<file path="src/rtl/decoder_nto2n_pipe_pkg.sv">
// decoder_nto2n_pipe_pkg: state encoding and output-width helper shared by the decoder files
`ifndef DECODER_NTO2N_PIPE_PKG_SV
`define DECODER_NTO2N_PIPE_PKG_SV
package decoder_nto2n_pipe_pkg;
  typedef enum logic [1:0] {IDLE = 2'd0, HOLD = 2'd1, SCAN = 2'd2} state_t;
  function automatic int out_w(input int in_w);
    return 1 << in_w;
  endfunction
endpackage
`endif

</file>
<file path="src/rtl/decoder_nto2n_pipe_onehot.sv">
// decoder_onehot: combinational binary select to one-hot code
module decoder_onehot
  import decoder_nto2n_pipe_pkg::*;
#(
  parameter int IN_W = 2,
  parameter int OUT_W = out_w(IN_W)
) (
  input  logic [IN_W-1:0]  sel,
  output logic [OUT_W-1:0] onehot
);
  assign onehot = OUT_W'(1) << sel;
endmodule

</file>
<file path="src/rtl/decoder_nto2n_pipe.sv">
// decoder_nto2n_pipe: handshaked registered N-to-2^N decoder; walking scan built only with DECODER_NTO2N_PIPE_SCAN_EN
module decoder_nto2n_pipe
  import decoder_nto2n_pipe_pkg::*;
#(
  parameter int IN_W = 2,
  parameter int DWELL_W = 8,
  localparam int OUT_W = out_w(IN_W)
) (
  input  logic               clk,
  input  logic               rst,
  input  logic               en,
  input  logic               in_valid,
  output logic               in_ready,
  input  logic [IN_W-1:0]    in_sel,
  input  logic               scan_mode,
  input  logic [DWELL_W-1:0] dwell,
  output logic [OUT_W-1:0]   out_onehot,
  output logic               out_valid,
  input  logic               out_ready,
  output logic               scan_wrap
);
  state_t state, state_n;
  logic [OUT_W-1:0] code, code_n, dec;
  logic accept;
  decoder_onehot #(.IN_W(IN_W)) u_onehot (.sel(in_sel), .onehot(dec));
  assign out_valid = state != IDLE;
  assign out_onehot = code;
  assign in_ready = ~rst & en & (state != SCAN) & (~out_valid | out_ready);
  assign accept = in_valid & in_ready;
`ifdef DECODER_NTO2N_PIPE_SCAN_EN
  logic [DWELL_W-1:0] cnt, cnt_n;
  logic wrap_q, wrap_n;
  assign scan_wrap = wrap_q & en;
  // next state: scan walks the code on dwell expiry; a pending scan request beats a new accept
  always_comb begin
    state_n = state;
    code_n = code;
    cnt_n = cnt;
    wrap_n = 1'b0;
    if (en) begin
      if (state == SCAN) begin
        if (!scan_mode) begin
          state_n = IDLE;
          code_n = '0;
        end else if (cnt == '0) begin
          cnt_n = dwell;
          code_n = {code[OUT_W-2:0], code[OUT_W-1]};
          wrap_n = code[OUT_W-1];
        end else cnt_n = cnt - DWELL_W'(1);
      end else if (scan_mode & (state == IDLE | out_ready)) begin
        state_n = SCAN;
        code_n = OUT_W'(1);
        cnt_n = dwell;
      end else if (accept) begin
        state_n = HOLD;
        code_n = dec;
      end else if (out_valid & out_ready) begin
        state_n = IDLE;
        code_n = '0;
      end
    end
  end
  // state, code, dwell counter and wrap pulse registers
  always_ff @(posedge clk or posedge rst)
    if (rst) begin
      state <= IDLE;
      code <= '0;
      cnt <= '0;
      wrap_q <= 1'b0;
    end else begin
      state <= state_n;
      code <= code_n;
      cnt <= cnt_n;
      wrap_q <= wrap_n;
    end
`else
  logic unused_scan;
  assign unused_scan = ^{scan_mode, dwell};
  assign scan_wrap = 1'b0;
  // next state: load on accept, drop to idle once the held code is consumed
  always_comb begin
    state_n = state;
    code_n = code;
    if (en & accept) begin
      state_n = HOLD;
      code_n = dec;
    end else if (en & out_valid & out_ready) begin
      state_n = IDLE;
      code_n = '0;
    end
  end
  // state and code registers
  always_ff @(posedge clk or posedge rst)
    if (rst) begin
      state <= IDLE;
      code <= '0;
    end else begin
      state <= state_n;
      code <= code_n;
    end
`endif
endmodule

</file>
<file path="config.mk">
export PLATFORM = sky130hd
export DESIGN_NAME = decoder_nto2n_pipe
export DESIGN_NICKNAME = d
export VERILOG_FILES = /design/src/rtl/decoder_nto2n_pipe_pkg.sv /design/src/rtl/decoder_nto2n_pipe_onehot.sv /design/src/rtl/decoder_nto2n_pipe.sv
export SDC_FILE = /design/constraint.sdc
export NUM_CORES = 1
export LEC_CHECK = 0
export ABC_AREA = 1
export CAP_MARGIN = 10
export CELL_PAD_IN_SITES_DETAIL_PLACEMENT = 1
export CELL_PAD_IN_SITES_GLOBAL_PLACEMENT = 1
export CORE_UTILIZATION = 21
export CTS_BUF_LIST = sky130_fd_sc_hd__clkbuf_8
export CTS_CLUSTER_DIAMETER = 30
export CTS_CLUSTER_SIZE = 20
export DETAILED_ROUTE_END_ITERATION = 8
export PLACE_DENSITY = 0.87
export SLEW_MARGIN = 25
export SYNTH_ARGS = -nofsm -noshare
export SYNTH_HDL_FRONTEND = slang
export SYNTH_HIERARCHICAL = 1
export SYNTH_SLANG_ARGS = --single-unit
</file>
<file path="constraint.sdc">
create_clock -name clk -period 1.1 [get_ports clk]
set_input_delay 0.22 -clock clk [delete_from_list [all_inputs] [get_ports clk]]
set_output_delay 0.22 -clock clk [all_outputs]
set_load 0.02 [all_outputs]
</file>
-- Yosys cells after proc, flatten, opt, wreduce, memory -nomap -nowiden
Cells that the tools add are included.
W data, S select, Z words.
- logic and storage cells: 20
- input bits: 16
- output and inout port bits: 7
- register bits: 6
- bitwise logic cells: 10
- equal/unequal tests: 1
- mux-type cells: 4
- shifts and indexed selects: 1
- reduce and logical (&&, ||, !) cells: 2
- operators by type and width (cell ; count):
    $mux W4 ; 2
    $and A1 B1 Y1 ; 7
    $mux W2 ; 2
    $reduce_bool A2 Y1 ; 2
    $shl A1 B2 Y4 const A ; 1
    $ne A2 B2 Y1 const B ; 1
    $not A1 Y1 ; 2
    $or A1 B1 Y1 ; 1

-- Depth between registers and ports, before layout
- depth in word-level cells: 7
- mapped depth: 5
- depth with buffers taken out: 5

-- Modules after synthesis
Netlist, hierarchy kept.
- modules (own cells, without submodules) (module ; sequential area each (um^2) ; times used ; cells each ; area each (um^2)):
    decoder_nto2n_pipe ; 125.1 ; 1 ; 29 ; 255.2
    decoder_onehot ; 0.0 ; 1 ; 7 ; 26.3

-- Worst setup path before layout
No wires, ideal clock.
- kind: flip-flop to output port
- start: reg state[0]
- end: out in_ready
- data arrival time: 0.847 ns
- path buffers: 0
- slack: 0.033 ns
- cell stages (with the launch flop): 3
- cells stage by stage: dfrtp_1 nand2_2 and2_2
- longest elaborated chain between the ends: 4
- elaborated cells between the ends (all ways): 6
- RTL lines (what ; line ; text):
    from (decl) ; decoder_nto2n_pipe.sv:22 ; state_t state, state_n;
    from (signal assigned) ; decoder_nto2n_pipe.sv:98 ; state <= state_n;
    $reduce_bool A2 Y1 ; decoder_nto2n_pipe.sv:26 ; assign out_valid = state != IDLE;
    $not A1 Y1 ; decoder_nto2n_pipe.sv:28 ; assign in_ready = ~rst & en & (state != SCAN) & (~out_valid | out_ready);
    $or A1 B1 Y1 ; decoder_nto2n_pipe.sv:28 ;
    $and A1 B1 Y1 * ; decoder_nto2n_pipe.sv:28 ;
    to (decl) ; decoder_nto2n_pipe.sv:13 ; output logic in_ready,
Mark *: on every way between the ends. The rest lies on a longest branch, timed or not.

-- Worst setup path after layout
Ends and elaborated chain as after synthesis.

==> out/results.txt <==
Worst-path clk slew -> 0.04 ns
violated checks -> setup timing
CTS tree -> yes
Tcrit/Tclk final -> 1.03
Yosys cell types -> 13
Design Area, Final -> 507 µm²
critical path required time -> 0.88 ns
most frequent cells in the layout -> nand2_1, inv_1, buf_4, dfrtp_1
drt drc -> 0
hold crit path type -> input port to asynchronous set/reset pin
Crit. End Element -> output port
Comb power frac -> 0.359
global-route wire length before repair -> 1280 µm
Synth Instances -> 36
Worst EP arrival -> 0.91 ns
num ports -> 23
largest net degree at the start of global routing -> 6
Area after DPL -> 449 µm²
Clock Latency Late Sink -> 0.22 ns
worst-path cell chain -> nand2_2 > and2_4 > buf_6
TritonRoute pass-1 iters -> 2
switching power total -> 271 µW
Net Sw Frac -> 0.306
TritonCTS Buffers -> 3
core area -> 1170 µm²
WS Path Type -> flip-flop to output port
antenna violations before repair -> 0
P_int -> 613 µW
DP Cell Count -> 66
nets -> 74
CP Max Fanout -> 2
VDD IR max -> 0.576 mV
Startpoint Class -> flip-flop
DPL Wire Length -> 587 µm
Register Area -> 125 µm²
number of fill cells in the layout -> 144
clock skew -> 0.00276 ns
pre-CTS setup slack -> -0.690 ns
Max Slew Vio Count -> 0
Clk pwr share -> 0.366
DRT antenna net count -> 0
Leak -> 0.000278 µW
post-layout minimum cycle time -> 1.13 ns
Setup violations, final -> 1
synthesized cell area -> 282 µm²
WL final -> 800 µm
Area growth syn-to-layout -> 80.0%
share of cells above drive strength 1 -> 0.368
initial core utilization -> 0.240
RSZ-0062 raised after global routing -> yes
1st-iter DRT viols -> 2
vias per inst -> 4.37
via count -> 310
Clock Tree Buf Depth -> 2
vias in the first global route -> 311
hold_buf cts -> 0
slowest library cell on the worst path -> dfrtp_1
YS warnings -> 6
Total GRT Usage -> 0.134
H-tree levels -> 1
die height -> 38.6 µm
Power, Total -> 884 µW
Final WS setup -> -0.0281 ns
port bufs -> 12
sequential area share after synthesis -> 0.444
hold slack -> 0.0874 ns
Mapped Nets -> 52
Root Buffer Master -> clkbuf_8
Synth Register Bits -> 5
Avg Cell Area, Syn -> 7.82 µm²
Seq pwr share -> 0.274
die extent in x -> 38.6 µm
f_max -> 0.886 GHz
Inserted Diodes -> 0
grt ovf -> 0
RePlAce Congestion -> 0.770
slowest stage delay, CP -> 0.38 ns
Post-Layout Cell Count -> 71
Final Hold Viols -> 0
DR WL/cell -> 11.3 µm
most common cell after layout, fill and taps aside -> nand2_1
die area -> 1490 µm²
Max-Cap Viols -> 0
multi-input logic area -> 140 µm²
row count -> 12
CTS sink cnt -> 5
status -> finished with violations
Pwr Density -> 1750 nW/µm²
-- metal layers --
layer / track usage / up-vias / wire length, µm
li1: - / 157 / -
met1: 0.139 / 143 / 336
met2: 0.225 / 10 / 416
met3: 0.0867 / 0 / 46
met4: 0.0259 / 0 / 0
met5: 0 / - / 0
-- layout make-up --
| type | instances | area share |
|---|---|---|
| Sequential cell | 5 | 0.247 |
| Inverter | 6 | 0.0444 |
| Clock inverter | 1 | 0.00741 |
| Tap cell | 14 | 0.0346 |
| Clock buffer | 3 | 0.0815 |
| Multi-Input combinational cell | 24 | 0.277 |
| Timing Repair Buffer | 18 | 0.309 |
-- logic make-up (layout without fill, tap and decap cells) --
kind of cell	after synthesis	after routing	synth area share
buffers and inverters	7	28	0.107
flip-flops	5	5	0.444
other	1	1	0.0133
AND/OR/NAND/NOR	23	23	0.436
-- synthesized netlist by cell type --
library cell | n | area (µm²)
and2_2 | 1 | 7.51
buf_4 | 1 | 7.51
conb_1 | 1 | 3.75
dfrtp_1 | 5 | 125
inv_1 | 5 | 18.8
inv_2 | 1 | 3.75
nand2_1 | 7 | 26.3
nand2_2 | 1 | 6.26
nand3_1 | 5 | 25.0
nand3_2 | 1 | 10.0
nand4_1 | 4 | 25.0
nor2_1 | 3 | 11.3
nor2_4 | 1 | 11.3
-- critical path, delay by kind of cell, from the launching register on --
kind	cells	cell delay, ns
buffers and inverters	1	0.11
flip-flops	1	0.38
AND/OR/NAND/NOR	2	0.20
-- final timing paths --
| path | startpoint | endpoint | slack, ns | cells past startpoint |
|---|---|---|---|---|
| min in group clk | out_onehot[1]$_DFFE_PP0P_ | out_onehot[1]$_DFFE_PP0P_ | 0.51 | 2 |
| max in group asynchronous | rst | out_onehot[1]$_DFFE_PP0P_ | 0.84 | 2 |
| worst max register to register | state[0]$_DFFE_PP0P_ | out_onehot[1]$_DFFE_PP0P_ | 0.05 | 6 |
| worst min-delay path | rst | out_onehot[3]$_DFFE_PP0P_ | 0.09 | 2 |
| worst max-delay path | state[0]$_DFFE_PP0P_ | in_ready | -0.03 | 3 |
| worst min register to register | out_onehot[1]$_DFFE_PP0P_ | out_onehot[1]$_DFFE_PP0P_ | 0.51 | 2 |
-- flip-flops by register name (all words and copies together) (netlist names) --
name        count
out_onehot      4
state           1
-- power groups by stage --
stage               sequential [µW]  combinational [µW]  clock (µW)
floorplan                       293                80.0           0
global placement                242                 296           0
detailed placement              244                 305           0
CTS                             243                 317         333
global route                    246                 346         350
finish                          243                 318         324
-- stage by stage --
| stage | setup TNS, ns | util |
|---|---|---|
| finish | -0.0281 | 0.433 |
| floorplan | 0 | - |
| global placement | -2.02 | 0.384 |
| detailed placement | -2.23 | 0.384 |
| global route | -0.0878 | 0.433 |
| CTS | -0.0389 | 0.431 |
-- what timing repair did --
action / in CTS / in global routing
gates resized for setup: 26 / 4
setup endpoints to repair: 10 / 8
pin swaps: 2 / 0
buffers inserted: 1 / 0
(Power assumes the default switching activity.)
